[src/rtl/axi_led_sequencer_if.sv]
// AXI4-Lite write-only channel bundle (AW, W, B) between the LED sequencer and the LED slave.
interface axi_led_sequencer_if #(
    parameter int AXI_ADDR_BW_p = 12
);
    // Every channel follows strict valid/ready: a transfer happens on the rising edge where
    // valid && ready are both high; once raised, valid and its payload hold until that edge,
    // and ready may be asserted independently of valid.
    logic [AXI_ADDR_BW_p-1:0] awaddr;
    logic                     awvalid;
    logic                     awready;
    logic [31:0]              wdata;
    logic [3:0]               wstrb;
    logic                     wvalid;
    logic                     wready;
    logic [1:0]               bresp;
    logic                     bvalid;
    logic                     bready;

    modport master (
        output awaddr, awvalid, wdata, wstrb, wvalid, bready,
        input  awready, wready, bresp, bvalid
    );

    modport slave (
        input  awaddr, awvalid, wdata, wstrb, wvalid, bready,
        output awready, wready, bresp, bvalid
    );
endinterface

[src/rtl/axi_led_sequencer.sv]
// Steps an LED pattern table out over AXI4-Lite writes to offset 0x0 with a programmable interval.
// Optional LED_SEQ_ERR_HALT_EN: a non-OKAY write response stops the sequence instead of continuing.
module axi_led_sequencer #(
    parameter int AXI_ADDR_BW_p   = 12,
    parameter int LED_NBR_p       = 8,
    parameter int PATTERN_DEPTH_p = 8,
    parameter int TICK_BW_p       = 24,
    localparam int IDX_W          = $clog2(PATTERN_DEPTH_p),
    localparam int LEN_W          = IDX_W + 1
) (
    input  logic                  clk,
    input  logic                  rst_n,
    input  logic                  i_start,
    input  logic                  i_stop,
    input  logic [TICK_BW_p-1:0]  i_interval,
    input  logic [LEN_W-1:0]      i_pat_len,
    input  logic                  i_pat_we,
    input  logic [IDX_W-1:0]      i_pat_idx,
    input  logic [LED_NBR_p-1:0]  i_pat_data,
    axi_led_sequencer_if.master   io_axi,
    output logic                  o_busy,
    output logic                  o_err,
    output logic [IDX_W-1:0]      o_step_idx,
    output logic [1:0]            o_state
);

    typedef enum logic [1:0] {
        ST_IDLE  = 2'd0,
        ST_ISSUE = 2'd1,
        ST_RESP  = 2'd2,
        ST_WAIT  = 2'd3
    } state_t;

    state_t                 r_state;
    logic                   r_awvalid;
    logic                   r_wvalid;
    logic                   r_bready;
    logic                   r_aw_done;
    logic                   r_w_done;
    logic                   r_err;
    logic                   r_stop_pend;
    logic [31:0]            r_wdata;
    logic [IDX_W-1:0]       r_idx;
    logic [IDX_W-1:0]       r_step_idx;
    logic [LEN_W-1:0]       r_len;
    logic [TICK_BW_p-1:0]   r_interval;
    logic [TICK_BW_p-1:0]   r_cnt;
    logic [LED_NBR_p-1:0]   r_table [PATTERN_DEPTH_p];

    logic                   w_aw_hs;
    logic                   w_w_hs;
    logic                   w_aw_done;
    logic                   w_w_done;
    logic                   w_b_hs;
    logic                   w_bresp_err;
    logic                   w_halt;
    logic [LEN_W-1:0]       w_len_clamp;
    logic [TICK_BW_p-1:0]   w_interval_eff;
    logic [IDX_W-1:0]       w_idx_wrap;
    logic [IDX_W-1:0]       w_sel_idx;
    logic [31:0]            w_entry;

    assign w_aw_hs     = r_awvalid & io_axi.awready;
    assign w_w_hs      = r_wvalid & io_axi.wready;
    assign w_aw_done   = r_aw_done | w_aw_hs;
    assign w_w_done    = r_w_done | w_w_hs;
    assign w_b_hs      = io_axi.bvalid & r_bready;
    assign w_bresp_err = (io_axi.bresp != 2'b00);

`ifdef LED_SEQ_ERR_HALT_EN
    assign w_halt = w_bresp_err;
`else
    assign w_halt = 1'b0;
`endif

    always_comb begin
        w_len_clamp = i_pat_len;
        if (i_pat_len == '0) begin
            w_len_clamp = LEN_W'(1);
        end else if (i_pat_len > LEN_W'(PATTERN_DEPTH_p)) begin
            w_len_clamp = LEN_W'(PATTERN_DEPTH_p);
        end
    end

    // An interval of 0 still spends one cycle in WAIT so the counter can never underflow.
    assign w_interval_eff = (r_interval == '0) ? TICK_BW_p'(1) : r_interval;
    assign w_idx_wrap     = ({1'b0, r_idx} == (r_len - LEN_W'(1))) ? '0 : (r_idx + IDX_W'(1));
    assign w_sel_idx      = (r_state == ST_WAIT) ? w_idx_wrap : '0;

    always_comb begin
        w_entry                  = '0;
        w_entry[LED_NBR_p-1:0]   = r_table[w_sel_idx];
    end

    always_ff @(posedge clk or negedge rst_n) begin
        if (!rst_n) begin
            for (int i = 0; i < PATTERN_DEPTH_p; i++) begin
                r_table[i] <= '0;
            end
        end else if (i_pat_we) begin
            r_table[i_pat_idx] <= i_pat_data;
        end
    end

    always_ff @(posedge clk or negedge rst_n) begin
        if (!rst_n) begin
            r_state     <= ST_IDLE;
            r_awvalid   <= 1'b0;
            r_wvalid    <= 1'b0;
            r_bready    <= 1'b0;
            r_aw_done   <= 1'b0;
            r_w_done    <= 1'b0;
            r_err       <= 1'b0;
            r_stop_pend <= 1'b0;
            r_wdata     <= '0;
            r_idx       <= '0;
            r_step_idx  <= '0;
            r_len       <= LEN_W'(1);
            r_interval  <= '0;
            r_cnt       <= '0;
        end else begin
            case (r_state)
                ST_IDLE: begin
                    r_stop_pend <= 1'b0;
                    if (i_start && !i_stop) begin
                        r_interval <= i_interval;
                        r_len      <= w_len_clamp;
                        r_err      <= 1'b0;
                        r_idx      <= '0;
                        r_wdata    <= w_entry;
                        r_awvalid  <= 1'b1;
                        r_wvalid   <= 1'b1;
                        r_aw_done  <= 1'b0;
                        r_w_done   <= 1'b0;
                        r_state    <= ST_ISSUE;
                    end
                end
                ST_ISSUE: begin
                    if (i_stop) begin
                        r_stop_pend <= 1'b1;
                    end
                    if (w_aw_hs) begin
                        r_awvalid <= 1'b0;
                        r_aw_done <= 1'b1;
                    end
                    if (w_w_hs) begin
                        r_wvalid <= 1'b0;
                        r_w_done <= 1'b1;
                    end
                    if (w_aw_done && w_w_done) begin
                        r_aw_done <= 1'b0;
                        r_w_done  <= 1'b0;
                        r_bready  <= 1'b1;
                        r_state   <= ST_RESP;
                    end
                end
                ST_RESP: begin
                    if (i_stop) begin
                        r_stop_pend <= 1'b1;
                    end
                    if (w_b_hs) begin
                        r_bready   <= 1'b0;
                        r_step_idx <= r_idx;
                        if (w_bresp_err) begin
                            r_err <= 1'b1;
                        end
                        // A stop arriving on the B beat itself is honoured like a pending one.
                        if (w_halt || r_stop_pend || i_stop) begin
                            r_stop_pend <= 1'b0;
                            r_state     <= ST_IDLE;
                        end else begin
                            r_cnt   <= w_interval_eff;
                            r_state <= ST_WAIT;
                        end
                    end
                end
                ST_WAIT: begin
                    if (i_stop) begin
                        r_state <= ST_IDLE;
                    end else if (r_cnt <= TICK_BW_p'(1)) begin
                        r_idx     <= w_idx_wrap;
                        r_wdata   <= w_entry;
                        r_awvalid <= 1'b1;
                        r_wvalid  <= 1'b1;
                        r_state   <= ST_ISSUE;
                    end else begin
                        r_cnt <= r_cnt - TICK_BW_p'(1);
                    end
                end
                default: r_state <= ST_IDLE;
            endcase
        end
    end

    assign io_axi.awaddr  = '0;
    assign io_axi.awvalid = r_awvalid;
    assign io_axi.wdata   = r_wdata;
    assign io_axi.wstrb   = 4'hF;
    assign io_axi.wvalid  = r_wvalid;
    assign io_axi.bready  = r_bready;

    assign o_busy     = (r_state != ST_IDLE);
    assign o_err      = r_err;
    assign o_step_idx = r_step_idx;
    assign o_state    = r_state;

endmodule

[src/flat_wrapper.sv]
// flat-port wrapper written by rule: the top's interface ports become plain ports
module axi_led_sequencer_flat 
#(
    parameter int AXI_ADDR_BW_p   = 12,
    parameter int LED_NBR_p       = 8,
    parameter int PATTERN_DEPTH_p = 8,
    parameter int TICK_BW_p       = 24,
    localparam int IDX_W          = $clog2(PATTERN_DEPTH_p),
    localparam int LEN_W          = IDX_W + 1
)
  (clk, rst_n, i_start, i_stop, i_interval, i_pat_len, i_pat_we, i_pat_idx, i_pat_data, o_busy, o_err, o_step_idx, o_state, io_axi_awaddr, io_axi_awvalid, io_axi_wdata, io_axi_wstrb, io_axi_wvalid, io_axi_bready, io_axi_awready, io_axi_wready, io_axi_bresp, io_axi_bvalid);
  axi_led_sequencer_if #(.AXI_ADDR_BW_p(AXI_ADDR_BW_p)) io_axi_i ();
  input  logic clk;
  input  logic rst_n;
  input  logic i_start;
  input  logic i_stop;
  input  logic [TICK_BW_p-1:0] i_interval;
  input  logic [LEN_W-1:0] i_pat_len;
  input  logic i_pat_we;
  input  logic [IDX_W-1:0] i_pat_idx;
  input  logic [LED_NBR_p-1:0] i_pat_data;
  output logic o_busy;
  output logic o_err;
  output logic [IDX_W-1:0] o_step_idx;
  output logic [1:0] o_state;
  output wire logic [$bits(io_axi_i.awaddr)-1:0] io_axi_awaddr;
  output wire logic [$bits(io_axi_i.awvalid)-1:0] io_axi_awvalid;
  output wire logic [$bits(io_axi_i.wdata)-1:0] io_axi_wdata;
  output wire logic [$bits(io_axi_i.wstrb)-1:0] io_axi_wstrb;
  output wire logic [$bits(io_axi_i.wvalid)-1:0] io_axi_wvalid;
  output wire logic [$bits(io_axi_i.bready)-1:0] io_axi_bready;
  input wire logic [$bits(io_axi_i.awready)-1:0] io_axi_awready;
  input wire logic [$bits(io_axi_i.wready)-1:0] io_axi_wready;
  input wire logic [$bits(io_axi_i.bresp)-1:0] io_axi_bresp;
  input wire logic [$bits(io_axi_i.bvalid)-1:0] io_axi_bvalid;
  assign io_axi_awaddr = io_axi_i.awaddr;
  assign io_axi_awvalid = io_axi_i.awvalid;
  assign io_axi_wdata = io_axi_i.wdata;
  assign io_axi_wstrb = io_axi_i.wstrb;
  assign io_axi_wvalid = io_axi_i.wvalid;
  assign io_axi_bready = io_axi_i.bready;
  assign io_axi_i.awready = io_axi_awready;
  assign io_axi_i.wready = io_axi_wready;
  assign io_axi_i.bresp = io_axi_bresp;
  assign io_axi_i.bvalid = io_axi_bvalid;
  axi_led_sequencer #(.AXI_ADDR_BW_p(AXI_ADDR_BW_p), .LED_NBR_p(LED_NBR_p), .PATTERN_DEPTH_p(PATTERN_DEPTH_p), .TICK_BW_p(TICK_BW_p)) u_core (.clk(clk), .rst_n(rst_n), .i_start(i_start), .i_stop(i_stop), .i_interval(i_interval), .i_pat_len(i_pat_len), .i_pat_we(i_pat_we), .i_pat_idx(i_pat_idx), .i_pat_data(i_pat_data), .io_axi(io_axi_i), .o_busy(o_busy), .o_err(o_err), .o_step_idx(o_step_idx), .o_state(o_state));
endmodule
[config.mk]
export PLATFORM = sky130hd
export DESIGN_NAME = axi_led_sequencer_flat
export DESIGN_NICKNAME = d
export VERILOG_FILES = /design/src/rtl/axi_led_sequencer_if.sv /design/src/rtl/axi_led_sequencer.sv /design/src/flat_wrapper.sv
export SDC_FILE = /design/constraint.sdc
export NUM_CORES = 1
export LEC_CHECK = 0
export ABC_AREA = 1
export CAP_MARGIN = 20
export CORE_MARGIN = 8
export CORE_UTILIZATION = 50
export DETAILED_ROUTE_END_ITERATION = 6
export PLACE_DENSITY = 0.74
export RECOVER_POWER = 25
export SLEW_MARGIN = 10
export SYNTH_ARGS = -nofsm -noshare
export SYNTH_HDL_FRONTEND = slang
export SYNTH_SLANG_ARGS = --single-unit
[constraint.sdc]
create_clock -name clk -period 2.4 [get_ports clk]
set_clock_uncertainty 0.1 [all_clocks]
set_input_delay 0.24 -clock clk [delete_from_list [all_inputs] [get_ports clk]]
set_output_delay 0.24 -clock clk [all_outputs]
set_load 0.1 [all_outputs]
==> results of run 1 <==
cell usage in the layout, fill, tap and decap left out, drive strengths merged, types with 3 or more instances in the layout:
master | synthesis | final
a21oi | 27 | 27
a31oi | 3 | 3
buf | 58 | 39
bufinv | 0 | 3
clkbuf | 18 | 27
clkdlybuf4s50 | 0 | 47
clkinv | 1 | 5
conb | 2 | 40
dfrtp | 138 | 138
ha | 9 | 9
inv | 138 | 137
nand2 | 258 | 258
nand3 | 93 | 93
nand3b | 5 | 5
nand4 | 10 | 10
nor2 | 64 | 64
nor3 | 9 | 9
o21ai | 129 | 129
o22ai | 7 | 7
xnor2 | 3 | 3
xor2 | 9 | 9
layout make-up:
cell class	instances	area share [%]
sequential	139	38.8
multi-input combinational	674	36.8
timing repair buffer	90	9.32
inverter	139	5.87
clock buffer	24	5.36
tap	188	2.62
clock inverter	7	1.27
worst max-delay path, stage by stage (launching register included):
cell	delay, ps
dfstp_2	540
inv_2	50
ha_1	300
nand2_1	60
inv_1	40
nor2_1	70
nand2_1	80
nor2_4	130
nand2_4	100
nand2_4	130
buf_4	180
nand2_1	60
nand3_1	70
nand2_1	70
nand2_1	60
nand3_1	70
cell usage after synthesis, types with 2 or more instances:
master    number  area share, %
nor2_2         5           0.41
o21ai_0      108            7.1
nor2_4         4           0.59
buf_4         44            4.3
buf_2          8           0.53
a31oi_1        3           0.25
nand2_4        3           0.44
xor2_1         9            1.0
nor2_1        54            2.7
nand2_2        3           0.25
inv_1        134            6.6
inv_2          4           0.20
nand3b_1       5           0.49
nor3_1         6           0.39
nand2_1      252             12
nand3_1       91            6.0
a22oi_1        2           0.20
o22ai_1        6           0.49
a21oi_2        3           0.35
buf_6          5           0.74
a21oi_1       24            1.6
nand4_1        9           0.74
o211ai_1       2           0.20
o21ai_1       20            1.3
xnor2_1        3           0.35
dfrtp_1      138             45
ha_1           9            1.5
conb_1         2          0.099
clkbuf_1      18           0.89
nor3_2         2           0.26
worst max-delay path by stage:
stage | to | cells after the start | slack, ps
after floorplan | u_core.io_axi.wdata[0]$_DFFE_PN0P_ | 8 | 10
after global placement | u_core.io_axi.wdata[7]$_DFFE_PN0P_ | 15 | 140
after detailed placement | u_core.io_axi.wdata[7]$_DFFE_PN0P_ | 15 | 90
after CTS | u_core.io_axi.wdata[7]$_DFFE_PN0P_ | 15 | 60
after global routing | u_core.io_axi.wdata[2]$_DFFE_PN0P_ | 15 | -9
final | u_core.io_axi.wdata[5]$_DFFE_PN0P_ | 15 | 170
cell families (layout without fill, tap and decap cells):
kind of cell	count (synthesis)	after routing	share of synthesized area, %
AND/OR/NAND/NOR	440	440	25.8
buffers and inverters	215	260	13.4
AO/OA/AOI/OAI	173	173	12.1
flip-flops	139	139	45.7
XOR/XNOR	12	12	1.38
adder cells (fa/ha/maj)	9	9	1.48
other	2	40	0.0987
timing repair:
item                                    CTS  global route
hold buffers                              1             0
resized for setup                         0             8
endpoints found under the hold margin    49             0
endpoints found under the setup margin    0            13
power by group through the flow:
stage          logic [mW]  registers [mW]  clock network, mW
2_1_floorplan        3.59            4.55                  0
3_3_place_gp         5.48            3.78                  0
3_5_place_dp         5.58            3.79                  0
4_1_cts              5.64            3.76               2.72
5_1_grt              6.30            3.86               2.82
6_report             5.68            3.77               2.69
sequential cells by signal, summed over array words and instances, names as in the netlist:
signal,count
u_core.io_axi.wvalid,1
u_core.r_w_done,1
u_core.r_interval,24
u_core.io_axi.wdata,8
u_core.r_aw_done,1
u_core.io_axi.bready,1
u_core.r_len,4
u_core.r_table,64
u_core.o_step_idx,3
u_core.o_state,2
u_core.o_err,1
u_core.io_axi.awvalid,1
u_core.r_idx,3
u_core.r_cnt,24
u_core.r_stop_pend,1
per-stage QoR:
step	setup WS, ps	utilization [%]	setup TNS [ps]	std cells
floorplan	12.6	-	0	1028
global placement	144	55.6	0	1229
detailed placement	91.6	55.6	0	1229
CTS	61.0	59.7	0	1261
global route	-9.01	59.8	-11.4	1261
finish	174	59.8	0	1261
per-layer routing:
| metal | vias to the layer above | wire [um] | global-route usage (%) |
|---|---|---|---|
| li1 | 3218 | - | - |
| met1 | 3103 | 8430 | 24.8 |
| met2 | 171 | 9280 | 33.5 |
| met3 | 42 | 879 | 4.92 |
| met4 | 0 | 466 | 7.97 |
| met5 | - | 0 | 0 |
==> impl_results.md, run 1 <==
* Switching share of power at 45.8%
* Vias in the first global route at 6417
* Sequential share of power at 31.0%
* Post-DP HPWL at 13.0 mm
* Critical Path Source: u_core.r_len[0]$_DFFE_PN1P_
* Max Buffers Root-to-Sink at 2
* Post-synth EDFFs at 0
* Internal Power at 6.58 mW
* IO buf count at 66
* Worst Hold End: u_core.r_interval[7]$_DFFE_PN0P_
* Initial antenna violation count at 0
* Dpl cell area at 8360 um^2
* Largest net degree at the start of global routing at 55
* DIE AREA at 19400 um^2
* Via count at 6534
* Main flop type after synthesis: dfrtp_1
* Cell Rows at 45
* # diodes at 0
* DRT iter0 DRCs at 527
* Tot Pwr at 12.1 mW
* Critical Path Fanout Max at 8
* Max cap viols at 0
* DR vias/cell at 5.18
* Psw at 5.56 mW
* Slew headroom at 4.17%
* Worst-Margin Slew at 1440 ps
* Share of layout cells above drive strength 1 at 10.5%
* Grt ovf at 0
* Setup bufs post-CTS at 0
* CTS clk-pin slew, worst paths at 60 ps
* P per Cell Area at 1350 nW/um^2
* Syn Area/Cell at 7.68 um^2
* Reg2reg setup slack at 170 ps
* CP endpoint kind: register
* Clk pwr share at 22.2%
* Fin Hold WS at 278 ps
* Fin area at 8990 um^2
* Reg2reg start: u_core.r_len[0]$_DFFE_PN1P_
* CP Launch Type: register
* Root buf cell: clkbuf_16
* Fillers at 1381
* Hold Crit Depth at 3
* Final Max Slew Viols at 0
* Flops & latches, synth at 139
* Leakage power at 4.47 nW
* Fmax at 449 MHz
* Critical path arrival at 2440 ps
* Reg area at 3490 um^2
* H-tree depth at 4
* Seq/Total Area, Yosys at 45.7%
* Iteration count of the initial detailed-routing pass at 5
* Final layout net count at 1119
* Status: finished, final reports clean
* ANT nets after route at 0
* Comb power frac at 46.8%
* Final setup fails at 0
* Post-Route WL at 19.1 mm
* Yosys cell types at 44
* Routed len/inst at 15.1 um
* DRC violations left at 0
* Initial Util at 50.6%
* Core area at 15000 um^2
* Setup CP Type: register to register
* Worst VDD drop at 0.821 mV
* Worst r2r dst: u_core.io_axi.wdata[5]$_DFFE_PN0P_
* Die width at 139 um
* Top Ports at 107
* Clk_lat worst skew at 430 ps
* Global-route wire length before repair at 31.9 mm
* Worst hold path class: input port to register
* Hold_sp: i_interval[7]
* Clock Sinks at 139
* Num CTS Buffers at 17
* Synth Instances at 990
* Crit path time final at 2230 ps
* Area of the mapped netlist at 7610 um^2
* Die height at 139 um
* Total track usage at 20.2%
* Fraction of the cycle the final worst path needs at 92.7%
* GPL Wtd Cong at 0.855
* Yosys warns at 0
* Multi-input logic area at 3310 um^2
* R2R cell count at 15
* Area delta synth->final at 18.2%
* Final hold violation count at 0
* Asr flop ratio synth at 100%
* CTS tree: built
* Critical Path RT at 2620 ps
(Power assumes the default switching activity.)
==> inputs of run 2 (changes only) <==
--- a/config.mk
+++ b/config.mk
@@ -7,10 +7,12 @@
 export LEC_CHECK = 0
 export ABC_AREA = 1
 export CAP_MARGIN = 20
+export CELL_PAD_IN_SITES_DETAIL_PLACEMENT = 2
+export CELL_PAD_IN_SITES_GLOBAL_PLACEMENT = 2
 export CORE_MARGIN = 8
-export CORE_UTILIZATION = 50
+export CORE_UTILIZATION = 32
 export DETAILED_ROUTE_END_ITERATION = 6
-export PLACE_DENSITY = 0.74
+export PLACE_DENSITY_LB_ADDON = 0.1
 export RECOVER_POWER = 25
 export SLEW_MARGIN = 10
 export SYNTH_ARGS = -nofsm -noshare
==> run 2 against run 1 <==
  * Clock power is 3% higher
  * Largest power group unchanged
  * Cell count is 11% higher
  * Register-to-register slack worse by 40 ps
  * Global-route usage is 2.8 points lower
  * Critical path depth is 2 lower
  * The run now ends with capacitance limit, slew limit left
==> impl_results.md, run 2 (synthesized netlist as in run 1, its figures left out) <==
* Failing checks: capacitance limit, slew limit
* GPL Wtd Cong at 0.763 (-11%)
* Critical path arrival at 2530 ps (+90 ps)
* Final Max Slew Viols at 63 (+63)
* Grt ovf at 0 (unchanged)
* Slew headroom at -18.6% (-23 points)
* Vias in the first global route at 7543 (+18%)
* Num CTS Buffers at 17 (unchanged)
* DIE AREA at 29000 um^2 (+49%)
* R2R cell count at 13 (-2)
* Most frequent cells in the layout: 252 x nand2_1, 136 x dfrtp_1, 130 x inv_1
* Post-Route WL at 24.2 mm (+27%)
* Biggest regs: u_core.r_table: 64 flops, u_core.r_cnt: 24 flops, u_core.r_interval: 24 flops
* Worst VDD drop at 0.758 mV (-7.7%)
* Hold_sp: i_interval[8]
* Setup bufs post-CTS at 0 (unchanged)
* Largest reg by FF count: u_core.r_table
* Critical Path RT at 2660 ps (+40 ps)
* Leakage power at 4.53 nW (+1.4%)
* ANT nets after route at 0 (unchanged)
* Switching share of power at 47.1% (+1.3 points)
* Worst-Margin Slew at 1780 ps (+342 ps)
* CTS tree: built
* Crit path time final at 2270 ps (+44.7 ps)
* Max FFs per register at 64 (unchanged)
* Fraction of the cycle the final worst path needs at 94.6% (+1.9 points)
* Initial antenna violation count at 0 (unchanged)
* Area delta synth->final at 22.0%
* Max Buffers Root-to-Sink at 2 (unchanged)
* Routed len/inst at 17.2 um (+14%)
* Internal Power at 6.64 mW (+0.88%)
* DR vias/cell at 4.74 (-8.6%)
* DRC violations left at 0 (unchanged)
* Final layout net count at 1130 (+0.98%)
* Status: finished, violations left
* Hold Crit Depth at 3 (unchanged)
* Reg2reg start: u_core.r_len[0]$_DFFE_PN1P_
* Core area at 23400 um^2 (+56%)
* Sequential share of power at 30.1% (-0.9 points)
* Worst r2r dst: u_core.io_axi.wdata[3]$_DFFE_PN0P_
* Die height at 170 um (+22%)
* Final hold violation count at 0 (unchanged)
* Pre-CTS setup slack at 112 ps (+20.4 ps)
* Total track usage at 17.3% (-2.8 points)
* Commonest non-fill, non-tap cell in the layout: nand2_1
* Setup CP Type: register to register
* Clk pwr share at 22.2% (about the same)
* Worst Hold End: u_core.r_interval[8]$_DFFE_PN0P_
* Final setup fails at 0 (unchanged)
* CTS clk-pin slew, worst paths at 60 ps (about the same)
* Via count at 6644 (+1.7%)
* P per Cell Area at 1350 nW/um^2 (about the same)
* Global-route wire length before repair at 39.8 mm (+25%)
* Critical Path Fanout Max at 9 (+1)
* Worst setup margin at 129 ps (-44.7 ps)
* CP Launch Type: register
* Max cap viols at 1 (+1)
* Fmax at 440 MHz (-2.0%)
* Post-DP HPWL at 17.6 mm (+36%)
* Initial Util at 32.5% (-18 points)
* Final TNS setup at 0 ps (unchanged)
* Worst hold path class: input port to register
* Iteration count of the initial detailed-routing pass at 4 (-1)
* Clk_lat worst skew at 430 ps (about the same)
* # diodes at 0 (unchanged)
* Cell Rows at 56 (+24%)
* Share of layout cells above drive strength 1 at 11.7% (+1.2 points)
* DRT iter0 DRCs at 241 (-54%)
* Largest net degree at the start of global routing at 65 (+18%)
* Root buf cell: clkbuf_16
* CP endpoint kind: register
* Reg2reg setup slack at 130 ps (-40 ps)
* Comb power frac at 47.7% (+0.9 points)
* Fillers at 2751 (+99%)
* Top Ports at 107 (unchanged)
* Die width at 170 um (+22%)
* Clock Sinks at 139 (unchanged)
* H-tree depth at 4 (unchanged)
* Psw at 5.90 mW (+6.2%)
* IO buf count at 66 (unchanged)
-- run 2: worst max-delay path, stage by stage (launching register included) --
cell	delay [ps]
dfstp_2	540
inv_2	50
ha_1	300
nand2_1	60
inv_1	40
nor2_1	80
nand2_1	100
nor2_4	150
nand2_4	120
nand3_1	180
inv_2	90
nor2_8	230
nand2_1	90
nand3_1	80
-- run 2: how the worst max path moves through the flow --
stage	startpoint	end	cells past startpoint
floorplan	u_core.o_state[0]$_DFFE_PN0P_	u_core.io_axi.wdata[0]$_DFFE_PN0P_	8
CTS	u_core.r_len[0]$_DFFE_PN1P_	u_core.io_axi.wdata[5]$_DFFE_PN0P_	15
global route	u_core.r_len[0]$_DFFE_PN1P_	u_core.io_axi.wdata[5]$_DFFE_PN0P_	15
finish	u_core.r_len[0]$_DFFE_PN1P_	u_core.io_axi.wdata[3]$_DFFE_PN0P_	13
global placement	u_core.r_len[0]$_DFFE_PN1P_	u_core.io_axi.wdata[5]$_DFFE_PN0P_	15
detailed placement	u_core.r_len[0]$_DFFE_PN1P_	u_core.io_axi.wdata[2]$_DFFE_PN0P_	15
-- run 2: per-layer routing --
layer | GRT usage, % | wire [um] | share of wire, %
met2 | 32.3 | 12900 | 53
met1 | 19.8 | 10400 | 43
met5 | 0 | 0 | 0
met3 | 3.66 | 639 | 2.6
met4 | 4.12 | 261 | 1.1
-- run 2: stage by stage --
stage	hold slack (ps)	cell area (um^2)	power (mW)	std cells	utilization [%]
final	279	9280	12.5	1403	39.6
after global routing	274	9280	13.5	1403	39.6
after CTS	268	9250	12.7	1403	39.5
after detailed placement	196	8630	9.82	1371	36.9
after global placement	194	8630	9.61	1371	36.9
after floorplan	-156	7790	8.14	1028	-
-- run 2: final cells by class --
class,count,area (um^2),share of cell area (%)
Clock buffer,18,439,4.73
Tap cell,319,399,4.30
Sequential cell,139,3490,37.6
Multi-Input combinational cell,674,3310,35.6
Inverter,139,526,5.66
Clock inverter,13,168,1.81
Timing Repair Buffer,101,955,10.3
-- run 2: repair_timing --
action / CTS / global route
setup endpoints to repair: 0 / 11
resized for setup: 0 / 8
endpoints found under the hold margin: 61 / 0
hold buffers: 1 / 0
-- run 2: power by group through the flow --
| stage | Sequential [mW] | Clock, mW | Combinational (mW) |
|---|---|---|---|
| after floorplan | 4.55 | 0 | 3.59 |
| after global placement | 3.80 | 0 | 5.81 |
| after detailed placement | 3.81 | 0 | 6.01 |
| after CTS | 3.79 | 2.86 | 6.05 |
| after global routing | 3.88 | 2.95 | 6.63 |
| final | 3.78 | 2.78 | 5.98 |
==> inputs of run 3 (changes only) <==
--- a/config.mk
+++ b/config.mk
@@ -7,10 +7,10 @@
 export LEC_CHECK = 0
 export ABC_AREA = 1
 export CAP_MARGIN = 20
-export CELL_PAD_IN_SITES_DETAIL_PLACEMENT = 2
-export CELL_PAD_IN_SITES_GLOBAL_PLACEMENT = 2
+export CELL_PAD_IN_SITES_DETAIL_PLACEMENT = 0
+export CELL_PAD_IN_SITES_GLOBAL_PLACEMENT = 1
 export CORE_MARGIN = 8
-export CORE_UTILIZATION = 32
+export CORE_UTILIZATION = 41
 export DETAILED_ROUTE_END_ITERATION = 6
 export PLACE_DENSITY_LB_ADDON = 0.1
 export RECOVER_POWER = 25
==> constraint.sdc (replaced) <==
create_clock -name clk -period 2.45 [get_ports clk]
set_clock_uncertainty 0.1 [all_clocks]
set_input_delay 0.245 -clock clk [delete_from_list [all_inputs] [get_ports clk]]
set_output_delay 0.245 -clock clk [all_outputs]
set_load 0.1 [all_outputs]
==> run 3 against run 2 <==
  * The flow now finishes without violations
  * Design area decreased by 2.0%
  * Combinational power fell by 5.9%
  * Critical path depth shrank 4
  * Non-clock buffer count down 11
  * Maximum frequency increased by 0.46%
  * Global-route usage increased by 0.32 points
  * Sequential power fell by 3%
==> impl_results.md, run 3 (synthesized netlist as in run 1, its figures left out) <==
* Critical path arrival at 2470 ps (-60 ps)
* CP endpoint kind: register
* Initial antenna violation count at 0 (unchanged)
* Delay-heaviest family, CP: simple AND/OR/NAND/NOR gates
* Reg2reg start: u_core.o_state[0]$_DFFE_PN0P_
* Fin area at 9090 um^2 (-2.0%)
* Critical Path, Cell by Cell: ha_1, clkinv_1, nor2_2, buf_6, nand3_1, nand3_1, nand2_1, nand2_1, nand3_1
* Num CTS Buffers at 17 (unchanged)
* Max FFs per register at 64 (unchanged)
* Clock Sinks at 139 (unchanged)
* Largest net degree at the start of global routing at 52 (-20%)
* Critical Path Fanout Max at 32 (+23)
* Fillers at 1869 (-32%)
* Leakage power at 4.48 nW (-1.1%)
* DRC violations left at 0 (unchanged)
* H-tree depth at 4 (unchanged)
* Iteration count of the initial detailed-routing pass at 5 (+1)
* Cell Rows at 50 (-11%)
* Psw at 5.53 mW (-6.3%)
* GPL Wtd Cong at 0.754 (-1.3%)
* Switching share of power at 46.2% (-0.85 points)
* Worst hold path class: input port to register
* Total track usage at 17.6% (+0.32 points)
* CTS tree: built
* Grt ovf at 0 (unchanged)
* Dpl cell area at 8400 um^2 (-2.8%)
* Post-DP HPWL at 13.8 mm (-22%)
* Final TNS setup at 0 ps (unchanged)
* Final setup fails at 0 (unchanged)
* CP dominant cell by count: nand3_1
* Crit path time final at 2260 ps (-10.5 ps)
* P per Cell Area at 1320 nW/um^2 (-2.6%)
* Routed len/inst at 15.4 um (-11%)
* Critical path buffer and inverter count at 2 (-1)
* Via count at 6304 (-5.1%)
* Final Max Slew Viols at 0 (-100%)
* Largest reg by FF count: u_core.r_table
* DR vias/cell at 4.82 (+1.8%)
* Critical Path Source: u_core.o_state[0]$_DFFE_PN0P_
* Sequential share of power at 30.7% (+0.6 points)
* ANT nets after route at 0 (unchanged)
* Worst-Margin Slew at 1360 ps (-418 ps)
* Biggest regs: u_core.r_table: 64 flops, u_core.r_cnt: 24 flops, u_core.r_interval: 24 flops
* Initial Util at 41.2% (+8.7 points)
* Tot Pwr at 12.0 mW (-4.6%)
* RSZ-0062 raised after global routing: no
* Global-route wire length before repair at 32.9 mm (-17%)
* Share of layout cells above drive strength 1 at 10.7% (-1.0 points)
* Comb power frac at 47.1% (-0.6 points)
* Most frequent cells in the layout: 252 x nand2_1, 136 x dfrtp_1, 131 x inv_1
* Final layout net count at 1119 (-0.97%)
* CTS clk-pin slew, worst paths at 60 ps (about the same)
* Fraction of the cycle the final worst path needs at 92.3% (-2.4 points)
* Max cap viols at 0 (-1)
* Delay of the slowest critical-path stage at 450 ps (-90 ps)
* DIE AREA at 23200 um^2 (-20%)
* Final hold violation count at 0 (unchanged)
* Max Buffers Root-to-Sink at 2 (unchanged)
* Post-Route WL at 20.1 mm (-17%)
* Status: finished, final reports clean
* Slowest CP cell: dfrtp_4
* CP Launch Type: register
* # diodes at 0 (unchanged)
* Hold_sp: i_interval[11]
* Root buf cell: clkbuf_16
* Vias in the first global route at 6326 (-16%)
* Final Core Density at 49.2% (+9.6 points)
* Fmax at 442 MHz (+0.46%)
* Top Ports at 107 (unchanged)
* Clk pwr share at 22.2% (about the same)
* IO buf count at 66 (unchanged)
* Die height at 152 um (-11%)
* Internal Power at 6.43 mW (-3.1%)
* Clk_lat worst skew at 430 ps (about the same)
* Worst VDD drop at 0.577 mV (-24%)
* Setup CP Type: register to register
* Core area at 18500 um^2 (-21%)
* Die width at 152 um (-11%)
* Critical Path RT at 2660 ps (about the same)
* Commonest non-fill, non-tap cell in the layout: nand2_1
* Slew headroom at 9.25% (+28 points)
* DRT iter0 DRCs at 360 (+49%)
* Area delta synth->final at 19.5%
* Fin Hold WS at 277 ps (-1.33 ps)
[run 3: cell types whose count changed in the layout (fill, tap and decap cells not counted), moves of 2 or more]
cell | previous run | this run
inv_6 | 3 | 1
clkinv_2 | 2 | 4
buf_4 | 43 | 33
clkbuf_16 | 17 | 19
clkinv_4 | 3 | 5
buf_12 | 6 | 3
inv_2 | 7 | 5
[run 3: worst register-to-register path: cells and delay by family (launching register included)]
family | cells | cell delay [ps]
buffers and inverters | 2 | 530
AND/OR/NAND/NOR | 6 | 780
adder cells (fa/ha/maj) | 1 | 290
flip-flops | 1 | 450
[run 3: final cells by class]
cell class,instances,area [um^2],share of cell area (%)
Clock buffer,18,429,4.72
Sequential cell,139,3490,38.4
Clock inverter,14,173,1.90
Tap cell,234,293,3.22
Multi-Input combinational cell,674,3310,36.4
Inverter,139,527,5.80
Timing Repair Buffer,90,873,9.61
[run 3: routing by layer]
metal,vias up,GRT usage (%),share of wire (%)
met4,0,6.24,1.7
met3,29,2.98,2.5
met2,90,31.6,52
met5,-,0,0
li1,3218,-,-
met1,2967,20.9,44
[run 3: repair_timing]
| action | 4_1_cts | 5_1_grt |
|---|---|---|
| endpoints found under the setup margin | 0 | 11 |
| endpoints found under the hold margin | 47 | 0 |
| hold buffers | 1 | 0 |
| gates resized for setup | 0 | 10 |
| buffers inserted | 0 | 0 |
[run 3: worst paths after layout]
kind,endpoint,slack (ps),cells after the start
max,u_core.io_axi.wdata[2]$_DFFE_PN0P_,190,9
min,u_core.r_interval[11]$_DFFE_PN0P_,280,3
max reg2reg,u_core.io_axi.wdata[2]$_DFFE_PN0P_,190,9
min reg2reg,u_core.r_table[34]$_DFFE_PN0P_,380,2
max in group asynchronous,u_core.r_table[47]$_DFFE_PN0P_,440,3
min in group asynchronous,u_core.r_table[22]$_DFFE_PN0P_,560,2
[run 3: metrics by stage]
stage	std cells	setup slack, ps
6_report	1308	190
2_1_floorplan	1028	11.1
5_1_grt	1308	4.21
3_3_place_gp	1273	41.4
4_1_cts	1306	6.60
3_5_place_dp	1273	20.7
[run 3: power by group through the flow]
| stage | clock network [mW] | logic, mW | registers, mW |
|---|---|---|---|
| after global placement | 0 | 5.48 | 3.70 |
| after floorplan | 0 | 3.50 | 4.46 |
| final | 2.66 | 5.63 | 3.67 |
| after CTS | 2.70 | 5.53 | 3.67 |
| after detailed placement | 0 | 5.50 | 3.70 |
| after global routing | 2.78 | 6.27 | 3.77 |
